<file path="config.mk">
export PLATFORM = sky130hd
export DESIGN_NAME = clk_div_multi
export DESIGN_NICKNAME = d
export VERILOG_FILES = /design/src/rtl/clk_div_multi.sv
export SDC_FILE = /design/constraint.sdc
export NUM_CORES = 1
export LEC_CHECK = 0
export ABC_AREA = 1
export ABC_CLOCK_PERIOD_IN_PS = 2700
export CAP_MARGIN = 40
export CORE_MARGIN = 4
export CORE_UTILIZATION = 66
export CTS_BUF_LIST = sky130_fd_sc_hd__clkbuf_8
export CTS_CLUSTER_SIZE = 20
export DETAILED_ROUTE_END_ITERATION = 10
export DONT_BUFFER_PORTS = 1
export GPL_ROUTABILITY_DRIVEN = 1
export PLACE_DENSITY_LB_ADDON = 0.12
export SYNTH_ARGS = -nofsm -noshare
export SYNTH_HDL_FRONTEND = slang
export SYNTH_SLANG_ARGS = --single-unit
</file>
<file path="constraint.sdc">
create_clock -name clk -period 2.7 [get_ports clk]
set_input_delay 0.405 -clock clk [delete_from_list [all_inputs] [get_ports clk]]
set_output_delay 0.405 -clock clk [all_outputs]
set_load 0.05 [all_outputs]
</file>
<file path="src/rtl/clk_div_multi.sv">
// clk_div_multi
//   Multi-channel clock divider with runtime-programmable divisors.
//   Each channel toggles clk_out[i] every active_div clocks (period 2*div).
//   New divisors are staged through a valid/ready port and take effect at the
//   channel's next half-period boundary, so no runt pulses are produced.
//
//   Optional feature macro: CLK_DIV_TICK_EN adds the registered 'tick' output
//   (one-cycle strobe coinciding with each clk_out toggle).
//
// Ports
//   clk        in   system clock, posedge
//   rst        in   asynchronous reset, active-high
//   en         in   per-channel run enable
//   cfg_valid  in   config request
//   cfg_ready  out  config port can accept (combinational)
//   cfg_ch     in   target channel index
//   cfg_div    in   new divisor (half-period in clk cycles, 0 treated as 1)
//   clk_out    out  divided outputs (idle/reset level 1)
//   tick       out  toggle strobe (only with CLK_DIV_TICK_EN)
module clk_div_multi #(
    parameter int CHANNELS    = 4,
    parameter int WIDTH       = 8,
    parameter int DEFAULT_DIV = 5,
    localparam int CHW        = (CHANNELS > 1) ? $clog2(CHANNELS) : 1
) (
    input  logic                clk,
    input  logic                rst,
    input  logic [CHANNELS-1:0] en,
    input  logic                cfg_valid,
    output logic                cfg_ready,
    input  logic [CHW-1:0]      cfg_ch,
    input  logic [WIDTH-1:0]    cfg_div,
    output logic [CHANNELS-1:0] clk_out
`ifdef CLK_DIV_TICK_EN
   ,output logic [CHANNELS-1:0] tick
`endif
);

    localparam logic [CHW:0] CH_LIMIT = (CHW+1)'(CHANNELS);

    logic [WIDTH-1:0]    cnt        [CHANNELS];
    logic [WIDTH-1:0]    active_div [CHANNELS];
    logic [WIDTH-1:0]    staged     [CHANNELS];
    logic [CHANNELS-1:0] pending;
    logic [CHANNELS-1:0] boundary;

    logic             cfg_in_range;
    logic             cfg_fire;
    logic [WIDTH-1:0] cfg_div_fix;

    // Out-of-range indices are always "ready" so the requester never stalls;
    // such transfers are dropped because cfg_fire also requires a valid index.
    assign cfg_in_range = ({1'b0, cfg_ch} < CH_LIMIT);
    assign cfg_ready    = cfg_in_range ? ~pending[cfg_ch] : 1'b1;
    assign cfg_fire     = cfg_valid && cfg_ready && cfg_in_range;
    assign cfg_div_fix  = (cfg_div == '0) ? WIDTH'(1) : cfg_div;

    // Compare is done in WIDTH bits so the counter wraps exactly like the register.
    always_comb begin
        boundary = '0;
        for (int i = 0; i < CHANNELS; i++) begin
            boundary[i] = ((cnt[i] + WIDTH'(1)) == active_div[i]);
        end
    end

    // Control state: counters, output levels, active divisor, pending flags.
    always_ff @(posedge clk or posedge rst) begin
        if (rst) begin
            for (int i = 0; i < CHANNELS; i++) begin
                cnt[i]        <= '0;
                active_div[i] <= WIDTH'(DEFAULT_DIV);
            end
            clk_out <= '1;
            pending <= '0;
`ifdef CLK_DIV_TICK_EN
            tick    <= '0;
`endif
        end else begin
            for (int i = 0; i < CHANNELS; i++) begin
                if (!en[i]) begin
                    // Idle: park high, restart from zero, absorb any staged divisor.
                    cnt[i]     <= '0;
                    clk_out[i] <= 1'b1;
                    if (pending[i]) begin
                        active_div[i] <= staged[i];
                        pending[i]    <= 1'b0;
                    end
                end else if (boundary[i]) begin
                    cnt[i]     <= '0;
                    clk_out[i] <= ~clk_out[i];
                    if (pending[i]) begin
                        active_div[i] <= staged[i];
                        pending[i]    <= 1'b0;
                    end
                end else begin
                    cnt[i] <= cnt[i] + WIDTH'(1);
                end
                // A transfer only fires when pending[i] is clear, so it never
                // collides with the apply path above.
                if (cfg_fire && (cfg_ch == CHW'(i))) begin
                    pending[i] <= 1'b1;
                end
`ifdef CLK_DIV_TICK_EN
                tick[i] <= en[i] && boundary[i];
`endif
            end
        end
    end

    // Staged divisor is data only; pending qualifies it, so no reset needed.
    always_ff @(posedge clk) begin
        for (int i = 0; i < CHANNELS; i++) begin
            if (cfg_fire && (cfg_ch == CHW'(i))) begin
                staged[i] <= cfg_div_fix;
            end
        end
    end

endmodule

</file>
# Word level (Yosys, flattened, before mapping)
# Memories as Yosys holds them, arrays and structs flattened.
# Cells that the tools add are included.
dict set report totals {
  regBits 72
  ramBits 32
  out_inout_bits 5
  memories 1
}
dict set report classes {
  addsub 4
  n_lt_le_gt_ge 1
  eq_ne 15
  muxes 60
  bitwise 5
  reduce_logical 10
}
# name depth word_bits rd rd_clocked_by_memory_dff write_ports line_no
set mem_list {}
lappend mem_list {staged 4 8 4 0 1 43} ;# logic [WIDTH-1:0] staged [CHANNELS];
# cell count
set op_table {}
lappend op_table {{$mux W8} 24}
lappend op_table {{$add A8 B1 Y8 const B} 4}
lappend op_table {{$eq A8 B8 Y1} 4}
lappend op_table {{$mux W1} 32}
lappend op_table {{$reduce_or A8 Y1} 3}
lappend op_table {{$ne A3 B1 Y1 const B} 4}
lappend op_table {{$logic_not A8 Y1} 1}
lappend op_table {{$ne A2 B1 Y1 const B} 4}
lappend op_table {{$mux W2} 3}
lappend op_table {{$logic_and A1 B1 Y1} 5}
lappend op_table {{$not A1 Y1} 5}
lappend op_table {{$eq A2 B2 Y1 const B} 2}
lappend op_table {{$lt A2 B3 Y1 const B} 1}
lappend op_table {{$bmux W1 S2} 1}
lappend op_table {{$eq A2 B1 Y1 const B} 1}
lappend op_table {{$logic_not A2 Y1} 1}

# Longest topological paths before layout
dict set report depth {
  word_depth 11
  mapped_depth 14
  ltp_nobuf 14
}

# Worst setup path after synthesis
# Ideal clock, no wire load.
dict set report synth_timing {
  path_kind {register to register}
  start {register pending[3]}
  end {memory staged[0][0] (enable)}
  setup_ns 0.324
  arrival_ns 2.027
  required_time_ns 2.376
  slack_ns 0.349
  path_stages_with_launch 8
  path_buffers 1
  period_less_slack_ns 2.351
  path_cell_list {dfrtp_1 > buf_2 > inv_1 > o21ai_0 > a21oi_1 > and2_1 > nand3_1 > inv_1}
}
dict set report synth_via {
  elab_chain_cells 11
  word_cells_on_any_way 25
}
# element line_no
set synth_lines {}
lappend synth_lines {{from (decl)} 44} ;# logic [CHANNELS-1:0] pending;
lappend synth_lines {{from (signal assigned)} 74} ;# pending <= '0;
lappend synth_lines {{from (signal, indexed assignment)} 86} ;# pending[i] <= 1'b0;
lappend synth_lines {{from (signal, indexed assignment)} 93} ;# pending[i] <= 1'b0;
lappend synth_lines {{$bmux W1 S2 (*)} 54} ;# assign cfg_ready = cfg_in_range ? ~pending[cfg_ch] : 1'b1;
lappend synth_lines {{$mux W1 (not written as such) (*)} 54}
lappend synth_lines {{$not A1 Y1 (*)} 54}
lappend synth_lines {{via cfg_ready} 30} ;# output logic cfg_ready,
lappend synth_lines {{$logic_and A1 B1 Y1 (*)} 55} ;# assign cfg_fire = cfg_valid && cfg_ready && cfg_in_range;
lappend synth_lines {{$logic_and A1 B1 Y1} 113} ;# if (cfg_fire && (cfg_ch == CHW'(i))) begin
lappend synth_lines {{$mux W1} 113}
lappend synth_lines {{$mux W1 (not written as such)} 114} ;# staged[i] <= cfg_div_fix;
lappend synth_lines {{$reduce_or A8 Y1 (no source line)} --}
lappend synth_lines {{$mux W2 (no source line) / $mux W1 (equally long branches) (3 in series)} --}
lappend synth_lines {{to (decl)} 43}
# Mark *: on every way through the listed nets, which the timed path passes. The rest lies on a longest branch. The select of a mux whose other input is x is not followed.

# Worst setup path in the final report
dict set report layout_timing {
  start {register cnt[16] in the netlist's numbering}
  end {register active_div[23] in the netlist's numbering}
}
dict set report layout_via {
  elab_chain_cells 3
}
# element line_no
set layout_lines {}
lappend layout_lines {{from (decl)} 41} ;# logic [WIDTH-1:0] cnt [CHANNELS];
lappend layout_lines {{from (signal, indexed assignment)} 96} ;# cnt[i] <= cnt[i] + WIDTH'(1);
lappend layout_lines {{$add A8 B1 Y8} 62} ;# boundary[i] = ((cnt[i] + WIDTH'(1)) == active_div[i]);
lappend layout_lines {{$eq A8 B8 Y1} 62}
lappend layout_lines {{$ne A2 B1 Y1 (no source line)} --}
lappend layout_lines {{to (signal, indexed assignment)} 71} ;# active_div[i] <= WIDTH'(DEFAULT_DIV);
lappend layout_lines {{to (signal, indexed assignment)} 85} ;# active_div[i] <= staged[i];
lappend layout_lines {{to (signal, indexed assignment)} 92} ;# active_div[i] <= staged[i];
lappend layout_lines {{to (decl)} 42} ;# logic [WIDTH-1:0] active_div [CHANNELS];
# No other way between the ends.
# A chain may end at the register's enable or synchronous reset.

==> metrics.md <==
| Metric | Value |
|---|---|
| Outcome | `complete, no violations` |
| Die width | `97.0 µm` |
| Reg clk slew, reported paths | `0.11 ns` |
| Drt drc | `0` |
| Detail Route Antenna Nets | `0` |
| WP data required | `2.95 ns` |
| Yosys warning total | `0` |
| Syn_nets | `619` |
| Max Used Layer | `met4` |
| Critical Path Fanout Max | `18` |
| Finished Layout Cells | `703` |
| Ant diodes | `0` |
| GRT Total Usage | `0.223` |
| Initial antenna violation count | `0` |
| Initial DRC count | `215` |
| Number of synthesized flops with an enable pin | `32` |
| Setup_tns | `0 ns` |
| Setup CP Type | `flop to flop` |
| Post-route clock period utilization | `0.777` |
| Synth Area in Adders | `0.00958` |
| Share of cells above drive strength 1 | `0.136` |
| Static Leak | `2.49 nW` |
| Nets | `617` |
| Pre-CTS WS | `0.659 ns` |
| # setup viols final | `0` |
| Post-synthesis average cell area | `8.74 µm²` |
| Syn Inst Count | `598` |
| Number of global-route vias before repair | `3,800` |
| Post-Synth XOR/XNOR Area | `0.0134` |
| Die area | `9400 µm²` |
| HPWL after DPL | `7.20 mm` |
| Max_slew headroom | `0.675` |
| CTS Buf Count | `9` |
| Worst Setup Start Kind | `flop` |
| Storage cell area | `2780 µm²` |
| Critical Path AT | `2.35 ns` |
| 1st-pass router iterations | `4` |
| IO Count | `22` |
| Max Slew Vio Count | `0` |
| CTS tree | `built` |
| Min-delay worst type | `input port to async pin` |
| Fmax | `477 MHz` |
| Number of synthesized register bits | `104` |
| Wire per inst | `14.0 µm` |
| CTS max path bufs | `2` |
| GR Overflow Total | `0` |
| Root Driver | `clkbuf_8` |
| Unique cell type count in the Yosys netlist | `35` |
| Post-synthesis mux area share | `0` |
| Placed cell count | `687` |
| Core Area | `7730 µm²` |
| Vias | `3,851` |
| Cts repair resizes | `0` |
| Main combinational cell family by area after synthesis | `simple AND/OR/NAND/NOR gates` |
| Power per cell area | `746 nW/µm²` |
| Most common cell after layout, fill and taps aside | `nand2_1` |
| Layout Skew | `0.0150 ns` |
| Most frequent cells in the layout | `186 x nand2_1, 92 x nand3_1, 63 x inv_1` |
| Post-CTS Setup Repair Bufs | `0` |
| First-pass GRT wire length | `17.1 mm` |
| Endpoints failing hold | `0` |
| Final worst-path setup slack | `0.603 ns` |
| Routed metal-1 wirelength | `4.46 mm` |
| Post-synthesis compound-gate area fraction | `0.0314` |
| Area occupied by multi-input gates | `2080 µm²` |
| Synth-to-layout area growth | `4.55%` |
| Met2 routed WL | `4.82 mm` |
| Max-cap check violation count | `0` |
| # fillers | `594` |
| Synth Area in Simple Gates | `0.343` |
| Crit. End Element | `flop` |
| RD Place Congestion | `0.828` |
| Largest net degree at the start of global routing | `39` |
| Unrepaired setup endpoints after global routing | `false` |
| Initial Util | `0.676` |
| Drt via density | `5.48` |
| Depth of the CTS H-tree | `3` |
| Peak supply drop | `494 µV` |
| Top FF cell, synth | `dfrtp_1` |
| CTS sink count | `104` |
| Drt total wl | `9.85 mm` |
| Met3 routed WL | `407 µm` |
| Die H | `97.0 µm` |
| I/O Buffers | `0` |
| FFs w/ async S/R, synth | `0.692` |
| Measured slew at the worst slew-check pin | `0.487 ns` |
| Hold_buf cts | `0` |
| Worst-Skew Late Latency | `0.36 ns` |
| Crit path time final | `2.10 ns` |
| Cell Rows | `32` |
| Synthesized area | `5230 µm²` |
| Register area share after synthesis | `0.532` |
## Yosys cell counts, types with 2 or more instances
library cell	n	area, µm²
inv_1	64	240
o21ai_1	2	10.0
buf_6	3	33.8
o21ai_0	5	25.0
nand2_2	12	75.1
xor2_1	4	35.0
buf_2	2	10.0
nand3_2	11	110
a21oi_1	13	65.1
nand3b_1	7	52.6
nand2_4	4	45.0
nor2_4	10	113
nand2_1	186	698
nand3_1	92	460
nor2_1	32	120
xnor2_1	4	35.0
dfstp_2	12	315
o21bai_1	4	30.0
edfxtp_1	32	961
clkbuf_1	7	26.3
nor2_2	4	25.0
buf_4	2	15.0
nand4_1	5	31.3
ha_1	4	50.1
inv_2	5	18.8
a21oi_2	3	26.3
and2_1	2	12.5
dfrtp_1	60	1500
## report_power, final
part | switching (W) | total, W | internal, W
combinational | 0.000491 | 0.000830 | 0.000339
sequential | 0.000327 | 0.00227 | 0.00194
clock | 0.000540 | 0.000978 | 0.000438
total | 0.00136 | 0.00407 | 0.00271
## critical path, stage by stage (launching register included)
cell and delay, ns:
dfrtp_1 0.51, ha_1 0.31, inv_1 0.06, nand2_1 0.08, nand2_1 0.07, nand2_1 0.07, nand2_1 0.05, nor2_1 0.08
nand2_1 0.10, nor2_4 0.14, nand3_4 0.11, nand2_8 0.16, nand2_4 0.10, nand2_1 0.09, nand2_1 0.05
## layer usage
| layer | global-route usage | vias to the layer above |
|---|---|---|
| li1 | - | 1923 |
| met1 | 0.295 | 1839 |
| met2 | 0.376 | 73 |
| met3 | 0.0389 | 16 |
| met4 | 0.0670 | 0 |
| met5 | 0 | - |
## path summary, 6_finish.rpt
| kind | startpoint | to | slack [ns] | cells past startpoint |
|---|---|---|---|---|
| hold / removal | rst | cnt[9] | 0.02 | 2 |
| min in group clk | cfg_div[6] | staged[3][6] | 0.13 | 0 |
| max in group asynchronous | rst | clk_out[0] | 2.28 | 2 |
| hold reg to reg | active_div[0] | active_div[0] | 0.48 | 2 |
| setup / recovery | cnt[16] | active_div[23] | 0.60 | 14 |
| setup reg to reg | cnt[16] | active_div[23] | 0.60 | 14 |
## layout make-up
cell class                      instances  share of cell area
Tap cell                              102              0.0234
Multi-Input combinational cell        409               0.380
Inverter                               69              0.0474
Clock inverter                          7              0.0140
Clock buffer                            9              0.0227
Timing Repair Buffer                    3             0.00412
Sequential cell                       104               0.508
## sequential cells by signal, indices dropped and copies added, names as in the netlist
name,cells
active_div,32
staged,32
clk_out,4
pending,4
cnt,32
## through the flow
step                hold slack (ns)   util  total power (W)  instance area (µm²)
floorplan                     0.442      -          0.00295                 5230
global placement              0.417  0.681          0.00307                 5260
detailed placement            0.425  0.681          0.00313                 5260
CTS                          0.0247  0.707          0.00411                 5460
global route                 0.0451  0.707          0.00435                 5460
finish                       0.0201  0.707          0.00407                 5460
## cells by family (layout without fill, tap and decap cells)
| family | after synthesis | after routing |
|---|---|---|
| compound gates | 28 | 28 |
| flops | 104 | 104 |
| fa+ha+maj | 4 | 4 |
| simple gates | 369 | 369 |
| xor+xnor | 8 | 8 |
| buf+inv | 85 | 88 |
Note: power is estimated with default switching activity, not from simulation.
==> patch 1: new RTL, same flow settings <==
Change the parameter `CHANNELS` from 4 to 16.
--- a/src/rtl/clk_div_multi.sv
+++ b/src/rtl/clk_div_multi.sv
@@ -19,5 +19,5 @@
 //   tick       out  toggle strobe (only with CLK_DIV_TICK_EN)
 module clk_div_multi #(
-    parameter int CHANNELS    = 4,
+    parameter int CHANNELS    = 16,
     parameter int WIDTH       = 8,
     parameter int DEFAULT_DIV = 5,
Interface: changed (resized cfg_ch, clk_out and en); port bits go from 22 to 48. The function was not compared with the original's and may differ.
==> patch 1 against the unedited design <==
Sequential cell count increased by 312; final area rose to 4.1 times the old value; count of clock-buffer cells in the layout rose by 68; combinational power grew to 4.6 times the old value; via count rose to 4.1 times the old value; first-iteration DRC count grew to 5.0 times the old value; hold slack got worse by 2.1 ps; routed wire length grew to 4.5 times the old value; worst setup slack lost 410 ps; area after synthesis grew to 3.8 times the old value; highest routed layer unchanged; total power increased to 4.5 times the old value.
==> patch 1: results <==
set metrics [dict create \
    worst_pin_slew_ps 565 \
    clk_path_buf_depth 3 \
    r2r-end "active_div[61]" \
    cts.clk_slew.worst_paths_ps 60 \
    skew_ps 17.9 \
    whs_ps 17.9 \
    cts_root_buf "clkbuf_8" \
    insertion_delay_ps 580 \
    peakVddDrop_mv 0.579 \
    gp_congestion 0.897 \
    status "complete, no violations" \
    dp_slack_ps 439 \
    reg_top3 "active_div x128, cnt x128, staged x128" \
    worstHoldStart "en[5]" \
    synth_nets 2408 \
    crit_path_start "pending[5]" \
    synth_area_leaders "dfrtp_1 30%, edfxtp_1 19%, nand2_1 15%" \
    nets 2485 \
    worstHoldPathType "input port to register" \
    final.period_utilization_pct 93.0 \
    ff2ff_setup_slack_ps 280 \
    dp_hpwl_um 29600 \
    grt_pass1_wl_um 74000 \
    cts_buffers 69 \
    grt.total_usage_pct 27.0 \
    drt-vias-per-instance 5.53 \
    internal-power_uw 12100 \
    drt_iter0_drc 1067 \
    grt_pass1_vias 15700 \
    drt_pass1_iterations 8 \
    worst-r2r-cell-count 12 \
    cp_max_fo 17 \
    timing.rr.start "cnt[56]" \
    synth_cell_type_count 34 \
    yosysSeqAreaShare_pct 55.3 \
    routed_wl_um 44400 \
    synth_edf_count 128 \
    power_leakage_uw 0.0105 \
    grt_max_degree 53 \
    antenna_cells 0 \
    worstPathArrival_ps 2110 \
    drive_gt1_share_pct 9.31 \
    ys_top_cells_by_count "789 x nand2_1, 384 x nand3_1, 278 x inv_1, 240 x dfrtp_1, 160 x nor2_1" \
    fillerInstances 2151 \
]
-- patch 1: changes by cell type after synthesis, sizes merged, moves of 96 or more --
cell | unedited run | this run
inv | 69 | 278
edfxtp | 32 | 128
nand3 | 104 | 394
nand2 | 203 | 822
nor2 | 46 | 188
dfrtp | 60 | 240
-- patch 1: logic make-up after synthesis --
| kind of cell | count (synthesis) | synth area share (%) |
|---|---|---|
| adder cells (fa/ha/maj) | 16 | 0.996 |
| flip-flops | 416 | 55.3 |
| AO/OA/AOI/OAI | 104 | 2.84 |
| buffers and inverters | 320 | 6.71 |
| XOR/XNOR | 35 | 1.68 |
| AND/OR/NAND/NOR | 1470 | 32.5 |
-- patch 1: metrics by stage --
| step | instances | power, uW |
|---|---|---|
| after global placement | 2724 | 12800 |
| after detailed placement | 2725 | 13100 |
| after CTS | 2875 | 18300 |
| final | 2882 | 18200 |
| after floorplan | 2361 | 12200 |
| after global routing | 2882 | 19400 |
-- patch 1: power by group through the flow --
stage | registers, uW | clock network [uW] | logic (uW)
after floorplan | 8990 | 0 | 3190
after global placement | 9320 | 0 | 3520
after detailed placement | 9370 | 0 | 3690
after CTS | 9270 | 5250 | 3790
after global routing | 9450 | 5570 | 4410
final | 9280 | 5160 | 3790
-- patch 1: layout make-up --
class | instances | area (sq um) | share of cell area (%)
Inverter | 278 | 1050 | 4.73
Tap cell | 390 | 488 | 2.21
Clock inverter | 48 | 216 | 0.978
Multi-Input combinational cell | 1625 | 7630 | 34.5
Clock buffer | 77 | 1060 | 4.79
Timing Repair Buffer | 48 | 572 | 2.58
Sequential cell | 416 | 11100 | 50.2
-- patch 1: worst max path at each step --
stage                                 end  depth (start not counted)
after CTS                       cfg_ready                          7
after global placement      staged[0][13]                          8
after detailed placement    active_div[5]                         12
after floorplan           active_div[100]                          1
after global routing            cfg_ready                          7
final                           cfg_ready                          7
-- patch 1: repair_timing --
action                                 in CTS  in global routing
endpoints found under the hold margin     174                  0
buffers inserted                            0                  0
hold buffers                               25                  0
-- patch 1: metal layers --
layer  vias to the layer above  wire length (um)  GRT usage (%)
li1                       7804                 -              -
met1                      7495             18200           35.6
met2                       523             21400           44.8
met3                       118              3390           5.84
met4                         0              1400           9.55
met5                         -                 0              0
-- patch 1: worst max-delay path, stage by stage, from the launching register on --
cell and delay, ps:
dfrtp_1 560, a22oi_1 240, nand2_1 80, nand2_1 60, nand2_1 60, nor2_2 90, buf_4 210, buf_4 240
==> patch 2: new RTL, same flow settings <==
Made on the original files. Reset style: synchronous (`rst`), changed in one clocked block. Comments in the files are not updated.
--- a/src/rtl/clk_div_multi.sv
+++ b/src/rtl/clk_div_multi.sv
@@ -65,5 +65,5 @@
 
     // Control state: counters, output levels, active divisor, pending flags.
-    always_ff @(posedge clk or posedge rst) begin
+    always_ff @(posedge clk) begin
         if (rst) begin
             for (int i = 0; i < CHANNELS; i++) begin
Function: differs if rst is asserted again (counterexample within 4 cycles, from zero or initial values and one cycle with rst high); with rst held inactive, the same outputs for 4 cycles.
==> patch 2 against the unedited design <==
Final area is 3.4% higher; die area hardly changed; non-clock buffer count is 1 higher; area after synthesis hardly changed; worst setup slack worse by 270 ps; routed wire length is 9.1% lower; sequential cell count stayed put; sequential share of layout area is 3.0 points higher.
Power is not compared: it rests on default switching activity, and its combinational part moved more than twofold at a synthesized area within 25%.
==> patch 2: results <==
set metrics [dict create \
    status "complete, no violations" \
    reg_top3 "active_div x32, cnt x32, staged x32" \
    worstPathArrival_ps 2400 \
    synth_cell_type_count 35 \
    clk_path_buf_depth 2 \
    vias 3510 \
    cts.clk_slew.worst_paths_ps 100 \
    grt_pass1_vias 3484 \
    critPathMaxStageDelay_ps 520 \
    antenna_found_initial 0 \
    dp_slack_ps 289 \
    critical_path.top_delay_family "simple AND/OR/NAND/NOR gates" \
    cts_root_buf "clkbuf_8" \
    grt.total_usage_pct 20.8 \
    worstHoldPathType "input port to register" \
    synth_area_leaders "edfxtp_1 55%, nand2_1 8.8%, inv_1 6.7%" \
    synth_edf_count 96 \
    gp_congestion 0.806 \
    cts_buffers 9 \
    antenna_cells 0 \
    grt_pass1_wl_um 15600 \
    max-slew-margin-rel_pct 60.9 \
    synth_ff_type "edfxtp_1" \
    peakVddDrop_mv 0.405 \
    yosysSeqAreaShare_pct 58.2 \
    routed_wl_um 8950 \
    ys_top_cells_by_count "122 x nand2_1, 96 x edfxtp_1, 94 x inv_1, 57 x nor2_1, 46 x nand3_1" \
    insertion_delay_ps 360 \
    power_leakage_uw 0.00246 \
    cp_max_fo 8 \
    fillerInstances 539 \
    drt_pass1_iterations 6 \
    yosysWarnings 0 \
    port_buffers 0 \
    setup_viol 0 \
    worst_path_max_delay_cell "edfxtp_1" \
    post_cts_buffers 0 \
    async_reset_ff_share_pct 0 \
    drt_iter0_drc 188 \
    h-tree-depth 3 \
    skew_ps 12.5 \
    dp_hpwl_um 6800 \
    grt_max_degree 17 \
    nets 607 \
    cts_resized 0 \
    drive_gt1_share_pct 12.4 \
]
patch 2: metal layers:
| layer | global-route usage (%) | wire length, um | part of all wire [%] | vias to the layer above |
|---|---|---|---|---|
| met1 | 26.7 | 3990 | 45 | 1601 |
| li1 | - | - | - | 1814 |
| met2 | 34.4 | 4270 | 48 | 76 |
| met3 | 4.69 | 492 | 5.5 | 19 |
| met5 | 0 | 0 | 0 | - |
| met4 | 8.10 | 201 | 2.2 | 0 |
patch 2: cell type report:
class / instances / area share, %
clock buffer: 9 / 2.19
multi-input combinational: 372 / 33.8
inverter: 95 / 6.32
sequential: 104 / 53.9
tap: 102 / 2.26
timing repair buffer: 4 / 0.532
clock inverter: 7 / 1.04
patch 2: final timing paths:
path	start	cells after the start	end	slack, ps
max	cnt[0][0]	11	active_div[0][6]	330
min	cfg_div[5]	0	staged[0][5]	130
max reg2reg	cnt[0][0]	11	active_div[0][6]	330
min reg2reg	staged[3][0]	1	active_div[3][0]	520
patch 2: cells by family after synthesis:
logic type | share of synthesized area [%]
flops | 58.2
xor+xnor | 2.27
buf+inv | 7.63
other cells | 0.0717
simple gates | 28.9
fa+ha+maj | 0.957
compound gates | 1.99
patch 2: power breakdown:
group	internal, uW	switching [uW]	leakage, uW	total (uW)
registers	1820	44.4	0.000989	1860
clock network	416	493	0.000103	909
logic	77.2	152	0.00137	230
total	2310	690	0.00246	3000
patch 2: per-stage QoR:
| step | util, % | total power [uW] | area [sq um] | std cells |
|---|---|---|---|---|
| 2_1_floorplan | - | 2080 | 5350 | 581 |
| 3_3_place_gp | 70.7 | 2120 | 5460 | 677 |
| 3_5_place_dp | 70.7 | 2130 | 5460 | 677 |
| 4_1_cts | 73.0 | 3020 | 5640 | 693 |
| 5_1_grt | 73.1 | 3140 | 5650 | 693 |
| 6_report | 73.1 | 3000 | 5650 | 693 |
